[config.mk]
export PLATFORM = sky130hd
export DESIGN_NAME = obi_to_vx_dcache_bridge
export DESIGN_NICKNAME = d
export VERILOG_FILES = /design/src/rtl/obi_to_vx_dcache_bridge.sv
export SDC_FILE = /design/constraint.sdc
export NUM_CORES = 1
export LEC_CHECK = 0
export BUFFER_PORTS_ARGS = -buffer_cell sky130_fd_sc_hd__buf_2
export CORE_MARGIN = 2
export CORE_UTILIZATION = 57
export DETAILED_ROUTE_END_ITERATION = 16
export PLACE_DENSITY = 0.95
export RECOVER_POWER = 100
export SETUP_SLACK_MARGIN = 0.15
export SLEW_MARGIN = 20
export SYNTH_ARGS = -nofsm -noshare
export SYNTH_HDL_FRONTEND = slang
export SYNTH_SLANG_ARGS = --single-unit
[constraint.sdc]
create_clock -name clk_i -period 4.7 [get_ports clk_i]
set_input_delay 0 -clock clk_i [delete_from_list [all_inputs] [get_ports clk_i]]
set_output_delay 0 -clock clk_i [all_outputs]
set_load 0.1 [all_outputs]
[src/rtl/obi_to_vx_dcache_bridge.sv]
// OBI slave port to a single Vortex dcache request/response lane.
// Reads are tracked in a small reorder buffer so OBI sees responses in order;
// writes get no Vortex response and are completed locally on grant.
module obi_to_vx_dcache_bridge #(
  parameter int unsigned ADDR_WIDTH      = 32,
  parameter int unsigned DATA_WIDTH      = 32,
  parameter int unsigned TAG_WIDTH_BIT   = 8,
  parameter int unsigned MAX_OUTSTANDING = 4
) (
  input  logic                       clk_i,
  input  logic                       rst_i,
  // OBI slave
  input  logic                       obi_req_i,
  output logic                       obi_gnt_o,
  input  logic [ADDR_WIDTH-1:0]      obi_addr_i,
  input  logic                       obi_we_i,
  input  logic [DATA_WIDTH/8-1:0]    obi_be_i,
  input  logic [DATA_WIDTH-1:0]      obi_wdata_i,
  output logic                       obi_rvalid_o,
  output logic [DATA_WIDTH-1:0]      obi_rdata_o,
  // Vortex dcache request lane
  output logic                       vx_req_valid_o,
  output logic                       vx_req_rw_o,
  output logic [DATA_WIDTH/8-1:0]    vx_req_byteen_o,
  output logic [ADDR_WIDTH-3:0]      vx_req_addr_o,
  output logic [DATA_WIDTH-1:0]      vx_req_data_o,
  output logic [TAG_WIDTH_BIT-1:0]   vx_req_tag_o,
  input  logic                       vx_req_ready_i,
  // Vortex dcache response lane
  input  logic                       vx_rsp_valid_i,
  input  logic [DATA_WIDTH-1:0]      vx_rsp_data_i,
  input  logic [TAG_WIDTH_BIT-1:0]   vx_rsp_tag_i,
  output logic                       vx_rsp_ready_o,
  output logic                       err_o
);

  localparam int unsigned PTR_W = $clog2(MAX_OUTSTANDING);
  localparam int unsigned CNT_W = PTR_W + 1;

  // Reorder slots
  logic [MAX_OUTSTANDING-1:0]                 valid_q, valid_d;
  logic [MAX_OUTSTANDING-1:0]                 done_q, done_d;
  logic [MAX_OUTSTANDING-1:0]                 is_write_q, is_write_d;
  logic [MAX_OUTSTANDING-1:0][DATA_WIDTH-1:0] data_q, data_d;

  logic [PTR_W-1:0] wr_ptr_q, wr_ptr_d;
  logic [PTR_W-1:0] rd_ptr_q, rd_ptr_d;
  logic [CNT_W-1:0] count_q, count_d;
  logic             err_q, err_d;

  logic             full;
  logic             grant;
  logic             retire;
  logic             rsp_in_range;
  logic [PTR_W-1:0] rsp_idx;
  logic             rsp_accept;
  logic             unused_addr_lsb;

  assign unused_addr_lsb = ^obi_addr_i[1:0];

  // Full comes from the registered count only, so a retire cannot open the
  // door for a grant in the same cycle.
  assign full  = (count_q == CNT_W'(MAX_OUTSTANDING));

  // Request path is a straight combinational pass-through
  assign vx_req_valid_o  = obi_req_i & ~full & ~rst_i;
  assign vx_req_rw_o     = obi_we_i;
  assign vx_req_byteen_o = obi_be_i;
  assign vx_req_addr_o   = obi_addr_i[ADDR_WIDTH-1:2];
  assign vx_req_data_o   = obi_wdata_i;
  assign vx_req_tag_o    = TAG_WIDTH_BIT'(wr_ptr_q);
  assign obi_gnt_o       = vx_req_valid_o & vx_req_ready_i;
  assign grant           = obi_gnt_o;

  // Every request owns a slot, so responses can always be sunk
  assign vx_rsp_ready_o = 1'b1;

  // Tags wider than the slot index must have zero upper bits to be in range
  if (TAG_WIDTH_BIT > PTR_W) begin : g_tag_hi
    assign rsp_in_range = ~|vx_rsp_tag_i[TAG_WIDTH_BIT-1:PTR_W];
  end else begin : g_tag_exact
    assign rsp_in_range = 1'b1;
  end

  assign rsp_idx    = vx_rsp_tag_i[PTR_W-1:0];
  assign rsp_accept = vx_rsp_valid_i & rsp_in_range & valid_q[rsp_idx] &
                      ~done_q[rsp_idx] & ~is_write_q[rsp_idx];

  // In-order retire from the head slot; one pulse per transaction
  assign retire       = valid_q[rd_ptr_q] & done_q[rd_ptr_q] & ~rst_i;
  assign obi_rvalid_o = retire;
  assign obi_rdata_o  = retire ? data_q[rd_ptr_q] : '0;
  assign err_o        = err_q;

  // Next-state for slots, pointers, count and error flag.
  // Retire, grant and response never touch the same slot in one cycle:
  // grant and retire share a slot only when full (grant blocked), and a
  // response only lands on a slot that is not yet done.
  always_comb begin
    valid_d    = valid_q;
    done_d     = done_q;
    is_write_d = is_write_q;
    data_d     = data_q;
    wr_ptr_d   = wr_ptr_q;
    rd_ptr_d   = rd_ptr_q;
    count_d    = count_q;
    err_d      = err_q;

    if (retire) begin
      valid_d[rd_ptr_q]    = 1'b0;
      done_d[rd_ptr_q]     = 1'b0;
      is_write_d[rd_ptr_q] = 1'b0;
      data_d[rd_ptr_q]     = '0;
      rd_ptr_d             = rd_ptr_q + 1'b1;
    end

    if (grant) begin
      valid_d[wr_ptr_q]    = 1'b1;
      is_write_d[wr_ptr_q] = obi_we_i;
      done_d[wr_ptr_q]     = obi_we_i;
      data_d[wr_ptr_q]     = '0;
      wr_ptr_d             = wr_ptr_q + 1'b1;
    end

    if (vx_rsp_valid_i) begin
      if (rsp_accept) begin
        done_d[rsp_idx] = 1'b1;
        data_d[rsp_idx] = vx_rsp_data_i;
      end else begin
        err_d = 1'b1;
      end
    end

    if (grant && !retire) begin
      count_d = count_q + 1'b1;
    end else if (retire && !grant) begin
      count_d = count_q - 1'b1;
    end
  end

  // State registers with synchronous reset; in-flight work is dropped
  always_ff @(posedge clk_i) begin
    if (rst_i) begin
      valid_q    <= '0;
      done_q     <= '0;
      is_write_q <= '0;
      data_q     <= '0;
      wr_ptr_q   <= '0;
      rd_ptr_q   <= '0;
      count_q    <= '0;
      err_q      <= 1'b0;
    end else begin
      valid_q    <= valid_d;
      done_q     <= done_d;
      is_write_q <= is_write_d;
      data_q     <= data_d;
      wr_ptr_q   <= wr_ptr_d;
      rd_ptr_q   <= rd_ptr_d;
      count_q    <= count_d;
      err_q      <= err_d;
    end
  end

endmodule

==> Word level (Yosys, flattened, before mapping) <==
Cells that the tools add are included.
{ "word_totals": {"reg_bits": 148, "inputBits": 114, "out_inout_bits": 112, "elab_cells": 99} }
{ "classes": {"n_addsub": 4, "magnitude_cmp": 6, "n_eq_ne": 1, "n_mux": 42, "bitwise": 24, "n_reduce_logical": 11} }
{ "op_table": {"columns": ["operator", "count"], "rows": [
  ["$mux W128", 4],
  ["$and A128 B128 Y128", 2],
  ["$not A128 Y128", 2],
  ["$demux W32 S2", 3],
  ["$mux W32", 5],
  ["$bwmux W128", 1],
  ["$bmux W32 S2", 1],
  ["$mux W4", 8],
  ["$and A4 B4 Y4", 3],
  ["$bmux W1 S2", 5],
  ["$and A1 B1 Y1", 9],
  ["$lt A2 B3 Y1 const B", 3],
  ["$bwmux W4", 2],
  ["$mux W1", 8],
  ["$or A4 B4 Y4", 2],
  ["$demux W1 S2", 3],
  ["$ge A2 B1 Y1 const B", 3],
  ["$mux W3", 2],
  ["$reduce_or A6 Y1", 1],
  ["$logic_and A1 B1 Y1", 5],
  ["$not A1 Y1", 5],
  ["$add A2 B1 Y2 const B", 2],
  ["$not A4 Y4", 1],
  ["$add A3 B1 Y3 const B", 1],
  ["other kinds (5)", 7]
]} }

==> Depth between registers and ports, before layout <==
{ "depth": {"ltp_word": 12, "mapped_depth": 12, "depth_no_buf": 9} }

==> Worst setup path after synthesis <==
No wires, ideal clock.
{ "synth_timing": {"kind": "flip-flop to flip-flop", "startpoint": "register count_q[0]", "endpoint": "register count_q[2]", "setup_ns": 0.071, "t_arrival_ns": 3.244, "required_time_ns": 4.629, "slack_ns": 1.385, "stages_incl_launch_ff": 11, "path_buffers": 2, "period_less_slack_ns": 3.315, "path_cell_list": "dfxtp_1 > or3b_1 > clkbuf_1 > and2_1 > clkbuf_1 > ha_1 > inv_1 > fa_1 > xor2_1 > or3_1 > a21oi_1"} }
{ "synth_between": {"elab_chain_cells": 8, "elab_cells_between_ends": 13, "cone_classes": "add/sub: 2; eq/ne: 1; mux: 2; bitwise: 4; reduce/logical: 4"} }
{ "synth_rtl": {"columns": ["element", "line_no", "source"], "rows": [
  ["start: declaration", "48", "logic [CNT_W-1:0] count_q, count_d;"],
  ["start signal: assignment", "159", "count_q <= count_d;"],
  ["$eq A3 B3 Y1 (*)", "63", "assign full = (count_q == CNT_W'(MAX_OUTSTANDING));"],
  ["$not A1 Y1 (*)", "66", "assign vx_req_valid_o = obi_req_i & ~full & ~rst_i;"],
  ["$and A1 B1 Y1 (*) (2 in a row)", "66", null],
  ["$and A1 B1 Y1 (*)", "72", "assign obi_gnt_o = vx_req_valid_o & vx_req_ready_i;"],
  ["net obi_gnt_o", "14", "output logic obi_gnt_o,"],
  ["$logic_not A1 Y1", "136", "end else if (retire && !grant) begin"],
  ["$logic_and A1 B1 Y1", "136", null],
  ["$reduce_bool A2 Y1 (no source line)", null, null]
]} }
The timed path passes the listed nets; every way through them passes the cells marked *. The select of a mux whose other input is x is not followed.
A chain may end at the register's enable or synchronous reset.

==> Worst setup path in the final report <==
{ "layout_timing": {"startpoint": "register rd_ptr_q[0]", "endpoint": "register data_q[55] (netlist name)"} }
{ "layout_between": {"elab_chain_cells": 12, "elab_cells_between_ends": 19, "cone_classes": "order compare: 2; mux: 11; bitwise: 5; reduce/logical: 1"} }
{ "layout_rtl": {"columns": ["element", "line_no", "source"], "rows": [
  ["start: declaration", "47", "logic [PTR_W-1:0] rd_ptr_q, rd_ptr_d;"],
  ["start signal: assignment", "158", "rd_ptr_q <= rd_ptr_d;"],
  ["$lt A2 B3 Y1 (not written as such) / $ge A2 B1 Y1 (equally long branches)", "113", "data_d[rd_ptr_q] = '0;"],
  ["$logic_and A1 B1 Y1 (not written as such)", "113", null],
  ["$mux W32 (not written as such)", "113", null],
  ["$demux W32 S2", "113", null],
  ["$not A128 Y128 (no source line)", null, null],
  ["$and A128 B128 Y128 (no source line)", null, null],
  ["$mux W128 (*)", "109", "if (retire) begin"],
  ["$and A128 B128 Y128 (no source line)", null, null],
  ["$mux W128 (*)", "117", "if (grant) begin"],
  ["$bwmux W128", "128", "data_d[rsp_idx] = vx_rsp_data_i;"],
  ["$mux W128", "126", "if (rsp_accept) begin"],
  ["$mux W128 (*)", "125", "if (vx_rsp_valid_i) begin"],
  ["end signal: assignment", "156", "data_q <= data_d;"],
  ["end: declaration", "44", "logic [MAX_OUTSTANDING-1:0][DATA_WIDTH-1:0] data_q, data_d;"]
]} }
Mark *: on every way between the ends. The rest lies on a longest branch, timed or not. The select of a mux whose other input is x is not followed.

==> impl_metrics.py <==
metrics = {
    "status": {
        "status": "complete, but fails checks",
        "violations": "max-capacitance violations, max-slew violations",
    },
    "pwr": {
        "p_leak_nw": 3.164,
        "p_per_area_nw_per_um2": 369.4,
        "total_power_mw": 3.207,
        "max-vdd-ir-drop_mv": 0.2638,
    },
    "synth": {
        "synthFlopType": "dfxtp_1",
        "synth_compound_area_share_pct": 21.46,
        "synth.yosys.warnings": 0,
        "synthAdderAreaFrac_pct": 1.618,
        "synth-seq-area-share_pct": 36.15,
        "synth_top_family_by_area": "compound AO/OA/AOI/OAI gates",
        "synth_edf_count": 0,
        "syn_avg_cell_area_sq_um": 9.723,
        "async_flop_share_pct": 0,
        "synth_mux_area_share_pct": 9.174,
        "synth-seq-cells": 148,
        "synth_cells": 843,
        "synth_cell_types": 59,
        "synthXorXnorAreaFrac_pct": 0.3206,
        "synthSimpleGateAreaFrac_pct": 16.12,
        "syn_area_sq_um": 8197,
    },
    "grt": {
        "grt_max_degree": 84,
        "grt_pass1_wl_microns": 39490,
        "track_usage_pct": 33.92,
        "overflow": 0,
        "grt_pass1_vias": 7385,
        "antenna_found_initial": 0,
    },
    "clock_network": {
        "cts_root_buf": "clkbuf_16",
        "cts_tree": "yes",
        "postCtsHoldBufs": 35,
        "cts_setup_buffers": 0,
        "htreeDepth": 4,
        "path_clk_slew_ns": 0.06,
        "clk_latency_ns": 0.44,
        "clkSinkCount": 148,
        "max-clock-path-buffers": 2,
        "cts_buffers": 17,
        "post_cts.resized_instances": 0,
    },
    "sta": {
        "timing.final.crit_share_pct": 85.25,
        "drv_slew": 40,
        "final-setup-viol-count": 0,
        "rsz0062_at_grt": "no",
        "hold_viol": 0,
        "max-slew-margin-rel_pct": -0.5229,
        "fin_skew_ns": 0.009402,
        "whs_ns": 0.00003854,
        "fmax_ghz": 0.2496,
        "tns_ns": 0,
        "worst_slew_pin_slew_ns": 1.506,
        "post-route-min-period_ns": 4.007,
    },
    "worst_setup_path": {
        "cp-end-kind": "register",
        "critical-path-top-delay-family": "compound AO/OA/AOI/OAI gates",
        "path_max_fanout": 25,
        "crit_chain": "and3b_1 > or3_1 > a31oi_1 > buf_16 > a32o_1",
        "required_ns": 5.07,
        "critical_path.max_stage_delay_ns": 1.22,
        "worstSetupStartpointType": "register",
        "cp_num_buf_inv": 1,
        "arrival_ns": 4.38,
        "slowest_stage": "dfxtp_1",
        "worstSetupPathType": "reg2reg",
    },
    "final_layout": {
        "nets": 966,
        "area_delta_synth_final_pct": 5.923,
        "drive_gt1_share_pct": 18.83,
        "antenna-diode-count": 0,
    },
    "route": {
        "first_pass_iters": 10,
        "drt.antenna.violating_nets": 0,
        "wl_microns": 26230,
        "drtIter0Drc": 1365,
        "avgRoutedWirePerCell_microns": 25.34,
        "vias_per_cell": 7.216,
        "drc": 0,
        "num_vias": 7469,
    },
    "floorplanning": {
        "io_pins": 226,
        "die_x_microns": 123.9,
        "core_area_sq_um": 13990,
        "placementRows": 43,
        "start_util_pct": 58.60,
        "die_area_sq_um": 15350,
        "die_h_microns": 123.9,
    },
    "hold_path": {
        "hold_class": "in2out",
    },
    "place": {
        "port_buffers": 84,
        "dpl.hpwl_microns": 13450,
        "gp_congestion": 0.8312,
    },
    "flow_run": {
        "maxCapViolCount": 1,
    },
}
[cells in the final DEF, fill, tap and decap left out, types with 6 or more instances in the layout]
cell and instances:
and3_1 36, o21ai_0 37, o41ai_2 10, a21oi_1 6, mux4_2 32, buf_4 15
dfxtp_1 148, nand3_1 135, buf_2 62, nor2b_1 32, conb_1 7, nand2_1 9
o41ai_1 54, clkbuf_1 25, inv_1 72, nor2_1 7, dlygate4sd3_1 35, ha_1 9
a32o_1 33, clkbuf_16 17
[cell families (layout without fill, tap and decap cells)]
logic type               count (synthesis)  in the layout
buffers and inverters                  234            241
other                                    2              7
multiplexers                            35             35
XOR/XNOR                                 3              3
AO/OA/AOI/OAI                          170            170
flip-flops                             148            148
AND/OR/NAND/NOR                        241            241
adder cells (fa/ha/maj)                 10             10
[synthesized netlist by cell type, types with 5 or more instances]
cell      number  area, sq um
buf_6          5        56.30
ha_1           9        112.6
inv_1         71        266.5
o21ai_1       37        185.2
nand2_1        9        33.78
o41ai_2       50        813.3
buf_2         30        150.1
dfxtp_1      148         2963
buf_4         75        563.0
o41ai_1       14        122.6
a32o_1        33        330.3
a21oi_1        7        35.03
mux4_2        32        720.7
nand3_1      135        675.7
clkbuf_1      47        176.4
and3_1        35        219.0
nor2_1         8        30.03
nor2b_1       32        200.2
[power breakdown]
part / leakage [nW] / switching (mW) / internal [mW] / total, mW
registers: 1.19 / 0.0475 / 1.27 / 1.32
logic: 1.68 / 0.280 / 0.144 / 0.424
clock network: 0.295 / 0.561 / 0.906 / 1.47
[metal layers]
layer / vias up / part of all wire (%) / track usage, %
li1: 3017 / - / -
met1: 3521 / 33 / 40.29
met2: 726 / 46 / 53.95
met3: 205 / 13 / 8.471
met4: 0 / 7.4 / 23.53
met5: - / 0 / 0
[state kept, by name, summed over array words and instances, names as in the netlist]
name	cells
is_write_q	4
err_o	1
done_q	4
count_q	3
wr_ptr_q	2
valid_q	4
rd_ptr_q	2
data_q	128
[through the flow]
| step | area (sq um) | utilization [%] | std cells | setup WS (ns) |
|---|---|---|---|---|
| floorplan | 8215 | - | 848 | 1.385 |
| global placement | 8048 | 57.53 | 967 | 1.532 |
| detailed placement | 8048 | 57.53 | 967 | 1.409 |
| CTS | 9022 | 64.50 | 1034 | 1.390 |
| global route | 8682 | 62.07 | 1035 | 0.5551 |
| finish | 8682 | 62.07 | 1035 | 0.6933 |
[path summary, 6_finish.rpt]
kind                   startpoint                 to  slack (ns)  cells past startpoint
hold reg to reg        data_q[30]         data_q[30]        0.47                      2
hold / removal    obi_wdata_i[11]  vx_req_data_o[11]     0.00004                      0
setup reg to reg      rd_ptr_q[0]         data_q[55]        0.69                      5
setup / recovery      rd_ptr_q[0]         data_q[55]        0.69                      5
[worst register-to-register path, delay by kind of cell (launching register included)]
family | cells | cell delay, ns
simple gates | 2 | 0.99
compound gates | 2 | 1.45
flops | 1 | 1.22
buf+inv | 1 | 0.28
[area by class of cell]
class                   count  area, sq um
well taps                 180        225.2
flip-flops and latches    148         2963
multi-input cells         466         3707
clock buffers              21        450.4
inverters                  73        274.0
clock inverters            11        173.9
repair buffers            136        888.4
fillers                  1033         5306
No activity file was read; power rests on OpenSTA's default activity.
